<file path="src/rtl/cozy_exec_ctrl_pkg.sv">
// Shared definitions for the cozy execute-stage controller: ALU op codes,
// instruction word layout, FSM state encodings and register index helpers.
package cozy_exec_ctrl_pkg;

  typedef enum logic [3:0] {
    OP_MOV = 4'h0,
    OP_ADD = 4'h1,
    OP_ADC = 4'h2,
    OP_SUB = 4'h3,
    OP_SBC = 4'h4,
    OP_AND = 4'h5,
    OP_OR  = 4'h6,
    OP_XOR = 4'h7,
    OP_NOT = 4'h8,
    OP_SHL = 4'h9,
    OP_SHR = 4'hA,
    OP_ROL = 4'hB,
    OP_ROR = 4'hC,
    OP_INC = 4'hD,
    OP_NEG = 4'hE,
    OP_NOP = 4'hF
  } alu_op_e;

  // Instruction word, MSB first: [15:11] reserved, [10] no-write, [9:7] rS, [6:4] rD, [3:0] op
  typedef struct packed {
    logic [4:0] rsvd;
    logic       no_write;
    logic [2:0] rs;
    logic [2:0] rd;
    logic [3:0] op;
  } instr_t;

  localparam logic [1:0] ST_IDLE = 2'd0;
  localparam logic [1:0] ST_READ = 2'd1;
  localparam logic [1:0] ST_EXEC = 2'd2;
  localparam logic [1:0] ST_WB   = 2'd3;

  // Register indices wrap modulo the (power-of-two) register count
  function automatic logic [2:0] wrap_idx(input logic [2:0] idx, input int nregs);
    return idx & 3'(nregs - 1);
  endfunction

endpackage

</file>
<file path="src/rtl/cozy_regfile.sv">
// NREGS x WIDTH register file: async clear, two operand read ports, one debug
// read port and a single synchronous write port.
module cozy_regfile
  import cozy_exec_ctrl_pkg::*;
#(
  parameter int NREGS = 8,
  parameter int WIDTH = 16
) (
  input  logic             clk,
  input  logic             rst_n,
  input  logic [2:0]       addr_a,
  input  logic [2:0]       addr_b,
  input  logic [2:0]       dbg_addr,
  input  logic             we,
  input  logic [2:0]       wr_addr,
  input  logic [WIDTH-1:0] wr_data,
  output logic [WIDTH-1:0] data_a,
  output logic [WIDTH-1:0] data_b,
  output logic [WIDTH-1:0] dbg_data
);

  logic [WIDTH-1:0] mem [NREGS];

  assign data_a   = mem[wrap_idx(addr_a, NREGS)];
  assign data_b   = mem[wrap_idx(addr_b, NREGS)];
  assign dbg_data = mem[wrap_idx(dbg_addr, NREGS)];

  always_ff @(posedge clk or negedge rst_n) begin
    if (!rst_n) begin
      for (int i = 0; i < NREGS; i++) begin
        mem[i] <= '0;
      end
    end else if (we) begin
      mem[wrap_idx(wr_addr, NREGS)] <= wr_data;
    end
  end

endmodule

</file>
<file path="src/rtl/cozy_exec_ctrl.sv">
// Execute-stage controller driving the cozy ALU: IDLE -> READ -> EXEC -> WB.
// Optional zero flag output is enabled by defining COZY_EXEC_ZFLAG_EN.
module cozy_exec_ctrl
  import cozy_exec_ctrl_pkg::*;
#(
  parameter int NREGS = 8,
  parameter int WIDTH = 16
) (
  input  logic             clk,
  input  logic             rst_n,
  input  logic             in_valid,
  input  logic [15:0]      in_instr,
  output logic             in_ready,
  output logic [3:0]       alu_op,
  output logic [WIDTH-1:0] alu_rD,
  output logic [WIDTH-1:0] alu_rS,
  output logic             alu_carry_in,
  input  logic [WIDTH-1:0] alu_out,
  input  logic             alu_carry_out,
  output logic             done,
  output logic             err,
  output logic             carry,
  input  logic [2:0]       dbg_addr,
  output logic [WIDTH-1:0] dbg_data
`ifdef COZY_EXEC_ZFLAG_EN
  ,
  output logic             zero
`endif
);

  logic [1:0]       state;
  instr_t           dec;
  logic [3:0]       op_q;
  logic [2:0]       rd_q;
  logic [2:0]       rs_q;
  logic             no_write_q;
  logic [WIDTH-1:0] result;
  logic             result_carry;
  logic [WIDTH-1:0] rd_data;
  logic [WIDTH-1:0] rs_data;
  logic             is_nop;
  logic             wb_write;

  assign dec          = in_instr;
  assign in_ready     = (state == ST_IDLE);
  assign alu_carry_in = carry;
  assign is_nop       = (op_q == OP_NOP);
  assign wb_write     = (state == ST_WB) && !no_write_q && !is_nop;

  cozy_regfile #(
    .NREGS (NREGS),
    .WIDTH (WIDTH)
  ) u_regfile (
    .clk      (clk),
    .rst_n    (rst_n),
    .addr_a   (rd_q),
    .addr_b   (rs_q),
    .dbg_addr (dbg_addr),
    .we       (wb_write),
    .wr_addr  (rd_q),
    .wr_data  (result),
    .data_a   (rd_data),
    .data_b   (rs_data),
    .dbg_data (dbg_data)
  );

  // A word with reserved bits set is rejected in IDLE without leaving it
  always_ff @(posedge clk or negedge rst_n) begin
    if (!rst_n) begin
      state        <= ST_IDLE;
      op_q         <= '0;
      rd_q         <= '0;
      rs_q         <= '0;
      no_write_q   <= 1'b0;
      alu_op       <= '0;
      alu_rD       <= '0;
      alu_rS       <= '0;
      result       <= '0;
      result_carry <= 1'b0;
      carry        <= 1'b0;
      done         <= 1'b0;
      err          <= 1'b0;
    end else begin
      done <= 1'b0;
      err  <= 1'b0;
      case (state)
        ST_IDLE: begin
          if (in_valid) begin
            if (dec.rsvd != '0) begin
              err <= 1'b1;
            end else begin
              op_q       <= dec.op;
              rd_q       <= dec.rd;
              rs_q       <= dec.rs;
              no_write_q <= dec.no_write;
              state      <= ST_READ;
            end
          end
        end
        ST_READ: begin
          alu_rD <= rd_data;
          alu_rS <= rs_data;
          alu_op <= op_q;
          state  <= ST_EXEC;
        end
        ST_EXEC: begin
          result       <= alu_out;
          result_carry <= alu_carry_out;
          state        <= ST_WB;
        end
        ST_WB: begin
          if (!is_nop) begin
            carry <= result_carry;
          end
          done  <= 1'b1;
          state <= ST_IDLE;
        end
        default: state <= ST_IDLE;
      endcase
    end
  end

`ifdef COZY_EXEC_ZFLAG_EN
  always_ff @(posedge clk or negedge rst_n) begin
    if (!rst_n) begin
      zero <= 1'b0;
    end else if (state == ST_WB && !is_nop) begin
      zero <= (result == '0);
    end
  end
`endif

endmodule

</file>
<file path="config.mk">
export PLATFORM = sky130hd
export DESIGN_NAME = cozy_exec_ctrl
export DESIGN_NICKNAME = d
export VERILOG_FILES = /design/src/rtl/cozy_exec_ctrl_pkg.sv /design/src/rtl/cozy_regfile.sv /design/src/rtl/cozy_exec_ctrl.sv
export SDC_FILE = /design/constraint.sdc
export NUM_CORES = 1
export LEC_CHECK = 0
export CORE_MARGIN = 2
export CORE_UTILIZATION = 43
export CTS_CLUSTER_SIZE = 12
export DETAILED_ROUTE_END_ITERATION = 10
export GPL_TIMING_DRIVEN = 0
export PLACE_DENSITY = 0.7
export RECOVER_POWER = 50
export SLEW_MARGIN = 15
export SYNTH_ARGS = -nofsm -noshare
export SYNTH_HDL_FRONTEND = slang
export SYNTH_SLANG_ARGS = --single-unit
</file>
<file path="constraint.sdc">
create_clock -name clk -period 4 [get_ports clk]
set_input_delay 0.8 -clock clk [delete_from_list [all_inputs] [get_ports clk]]
set_output_delay 0.8 -clock clk [all_outputs]
set_load 0.05 [all_outputs]
</file>
After elaboration in Yosys (flattened, before gate mapping)

Index checks and enable logic that the tools add are counted.
W data, S select, Z words.

Magnitude comparators: 4
Eq/ne operators: 6
Muxes and demuxes: 19
Bitwise operators: 5
Reduce and logical (&&, ||, !) cells: 10

Operators by type and width:

| cell                 | number |
|---|---|
| $bmux W16 S3         | 3 |
| $bwmux W128          | 1 |
| $mux W16             | 7 |
| $demux W16 S3        | 1 |
| $ge A4 B4 Y1 const B | 3 |
| $not A3 Y4           | 3 |
| $pmux W2 S4          | 1 |
| $reduce_bool A5 Y1   | 1 |
| $eq A2 B2 Y1 const B | 2 |
| $eq A4 B4 Y1 const B | 1 |
| $lt A4 B1 Y1 const B | 1 |
| $mux W1              | 4 |
| $mux W2              | 2 |
| $ne A2 B2 Y1 const B | 2 |
| $reduce_and A2 Y1    | 2 |
| $logic_and A1 B1 Y1  | 3 |
| $reduce_and A3 Y1    | 1 |
| $eq A2 B1 Y1 const B | 1 |
| $logic_not A1 Y1     | 2 |
| $logic_not A2 Y1     | 1 |
| $not A1 Y1           | 2 |

Register bits: 197
Input port bits: 39
Output and inout bits: 57
Word-level logic and storage cells: 65

Longest topological paths before layout

Depth after elaboration: 6
Depth in mapped cells: 7
Mapped depth without buffers: 5

By module

Synthesis repeated with hierarchy kept, for this count alone.

Cells, all modules: 612
Area total of the unflattened synthesis: 10770.3 um^2

By module, submodules not included:

| module         | times used | cells an instance | area an instance (um^2) |
|---|---|---|---|
| cozy_regfile   | 1          | 450               | 8075.2 |
| cozy_exec_ctrl | 1          | 162               | 2695.1 |

Worst setup path before layout

Ideal clock, no wire load.

Kind: input to output
From: in dbg_addr[0]
To: out dbg_data[0]
Arrival time: 2.230 ns
Data required time: 3.200 ns
Setup slack: 0.970 ns
Stages: 4
Path buffers: 2
Cell sequence: clkbuf_1 -> buf_2 -> mux4_2 -> mux2_2

Longest elaborated chain between the ends: 4

Ends and longest elaborated chain:

| element                                      | line                 | source |
|---|---|---|
| from (decl)                                  | cozy_exec_ctrl.sv:23 | `input logic [2:0] dbg_addr,` |
| $not A3 Y4 (not written as such)             | cozy_regfile.sv:26   | `assign dbg_data = mem[wrap_idx(dbg_addr, NREGS)];` |
| $bmux W16 S3                                 | cozy_regfile.sv:26   |  |
| $mux W16 (not written as such) (2 in series) | cozy_regfile.sv:26   |  |
| to (decl)                                    | cozy_exec_ctrl.sv:24 | `output logic [WIDTH-1:0] dbg_data` |

Every way passes these cells. The select of a mux whose other input is x is not followed.

Final worst setup path

From: in dbg_addr[1]
To: out dbg_data[2]

Same word-level chain as after synthesis.

==> summary.txt <==
Run status
  • Outcome: finished, violations left
  • Violated checks: capacitance limit, slew limit

Yosys
  • Post-synthesis cell count: 791
  • Top area cells in the synthesized netlist: dfrtp_1 47%, mux2_2 19%, mux2i_1 8.2%
  • Yosys warns: 0
  • Post-synth top area cell: dfrtp_1
  • Count of cell types in the netlist: 45
  • Post-synth EDFFs: 0
  • Cell area after synthesis: 10,400 sq um
  • Sequential area share after synthesis: 47.3%
  • Syn Nets: 835
  • Most used DFF post-synth: dfrtp_1
  • Share of the synthesized area in the top cell type: 47.3%
  • Post-synth ARST share: 100%
  • Yosys reg bits: 197
  • Post-Syn Area per Cell: 13.2 sq um

GRT
  • Largest net degree at the start of global routing: 106
  • Initial antenna violation count: 0
  • Tot GR Track Use: 25.3%
  • Vias in the first global route: 7,781
  • Remaining global-route overflow: 0
  • First-pass GRT wire length: 48,200 um

Min path
  • Hold Path Stages: 1
  • Hold Path End: result_carry
  • Tightest Hold Check Type: reg2reg
  • Min-Delay Startpoint: result_carry

Cells and area
  • Post-Layout Cell Count: 1,235
  • Area occupied by multi-input gates: 5080 sq um
  • Layout cell share with drive strength beyond 1: 31.8%
  • Finished Core Util: 52.3%
  • # fillers: 2,075
  • Storage cell area: 4930 sq um
  • Most frequent cells in the layout: 197 x dfrtp_1, 180 x mux2_2, 88 x clkdlybuf4s50_1, 85 x mux2i_1, 40 x a22oi_1
  • Final nets: 948
  • Synthesis-to-finish area growth: 18.7%
  • Commonest non-fill, non-tap cell in the layout: dfrtp_1
  • Ant diodes: 0

Worst setup path
  • Critical R2R Launch: state[0]
  • Reg-to-reg slack, setup: 1.43 ns
  • Critical R2R Capture: result[6]
  • Critical Path RT: 3.20 ns
  • CP Class: in2out
  • CP arrival: 3.16 ns
  • Reg2reg path depth: 5
  • Crit path launch type: input port
  • Worst-path fanout max: 10
  • Crit. End Element: output pin

Clock tree
  • Sink Count: 197
  • H-tree Lvls: 4
  • Clock-pin slew on the worst setup and hold paths: 0.07 ns
  • Hold_buf cts: 0
  • Post-CTS Setup Bufs: 0
  • Worst-Skew Late Latency: 0.45 ns
  • Post_cts resized: 5
  • Total CTS buffers: 17
  • CTS root buf: clkbuf_16
  • CTS tree: done
  • Clock buffer depth: 2

Route
  • DR vias: 7,629
  • Drc violations: 0
  • DR WL/cell: 25.7 um
  • Initial DRC Count: 805
  • Post-Route WL: 31,800 um
  • Antenna-violating nets left: 0
  • Total iterations of the first detailed-routing run: 7
  • Vias per std cell: 6.18

STA
  • RSZ-0062 raised after global routing: no
  • Worst Skew: 0.0116 ns
  • Slew Viols, Final: 93
  • Hold Fails Final Rpt: 0
  • Post-route setup TNS: 0 ns
  • Worst Tran Pin Value: 2.32 ns
  • FMAX: 253 MHz
  • Final min period: 3.96 ns
  • Worst hold margin: 0.509 ns
  • Final-report setup violation count: 0
  • Crit share post-route: 98.9%
  • Worst slew margin: -54.4%

Power and ir drop
  • Tot Pwr: 9.52 mW
  • P_leak: 5.24 nW
  • VDD IR-drop max: 0.428 mV
  • Pwr/cell area: 770 nW/um^2

Placement
  • Dpl cells: 1,204
  • HPWL after DPL: 20,800 um
  • I/O Buffers: 93
  • RePlAce Congestion: 0.908

Die
  • Core box area: 23,600 sq um
  • Horiz. Die Dim: 160 um
  • Die height: 160 um
  • Initial Util: 44.1%
  • # rows: 56
  • # IOs: 96
  • DIE AREA: 25,500 sq um

Run
  • Max-Cap Viols: 1
## per-stage QoR
stage | cell area, sq um | setup slack (ns)
after floorplan | 10400 | 0.970
after global placement | 11700 | -6.14
after detailed placement | 11800 | -0.379
after CTS | 12400 | 0.00401
after global routing | 12400 | 0.0215
final | 12400 | 0.0423
## registers in the layout (all words and copies together) (netlist names)
name / flops
alu_carry_in: 1
result_carry: 1
u_regfile.mem: 128
op_q: 4
alu_rD: 16
result: 16
no_write_q: 1
alu_op: 4
rd_q: 3
state: 2
err: 1
alu_rS: 16
done: 1
rs_q: 3
## layer usage
layer	global-route usage (%)	share of wire [%]	vias to the layer above
met5	0	0	-
met4	13.1	4.5	0
met3	4.99	7.3	109
met2	37.7	45	383
met1	35.0	43	3897
li1	-	-	3240
## critical path: stages
cell and delay, ns:
clkdlybuf4s50_1 0.63, clkbuf_4 0.37, mux4_2 0.36, mux2_2 0.29, clkdlybuf4s50_1 0.70
## where the power goes
| group | leakage, nW | internal [mW] | switching [mW] |
|---|---|---|---|
| sequential | 2.54 | 2.68 | 0.753 |
| combinational | 2.41 | 1.85 | 2.51 |
| clock | 0.281 | 0.939 | 0.776 |
| total | 5.24 | 5.47 | 4.04 |
## synth_stat cells, types with 4 or more instances
cell,instances
mux2i_1,85
ha_1,5
nand2_1,6
o22a_1,6
inv_1,18
buf_2,27
o21ai_0,15
nor2b_1,6
a221o_1,9
a22o_1,6
mux4_2,33
clkbuf_1,24
nand3_1,27
buf_4,6
a222oi_1,7
a221oi_1,7
nor2_1,21
a22oi_1,40
o211ai_1,13
dfrtp_1,197
buf_1,4
a21oi_1,13
buf_6,4
mux2_2,180
## cell type report
cell class	instances	share of cell area [%]
plain buffers	65	2.81
clock inverters	11	1.02
multi-input cells	511	41.1
well taps	319	3.23
flip-flops and latches	197	39.9
inverters	18	0.547
clock buffers	20	3.61
repair buffers	94	7.77
## worst max-delay path by stage
stage                start            to  slack (ns)  cells past startpoint
6_report       dbg_addr[1]   dbg_data[2]        0.04                      5
5_1_grt        dbg_addr[1]  dbg_data[15]        0.02                      5
4_1_cts        dbg_addr[1]   dbg_data[7]       0.004                      5
3_5_place_dp   dbg_addr[1]   dbg_data[2]       -0.38                      5
3_3_place_gp         rst_n     result[9]       -6.14                      1
2_1_floorplan  dbg_addr[0]   dbg_data[0]        0.97                      4
## logic make-up (layout without fill, tap and decap cells)
| logic type | count (synthesis) | after routing | share of synthesized area (%) |
|---|---|---|---|
| mux | 298 | 298 | 34.8 |
| flops | 197 | 197 | 47.3 |
| compound gates | 126 | 126 | 9.05 |
| buf+inv | 83 | 208 | 3.82 |
| simple gates | 82 | 82 | 4.44 |
| fa+ha+maj | 5 | 5 | 0.601 |
Note: power is estimated with default switching activity, not from simulation.
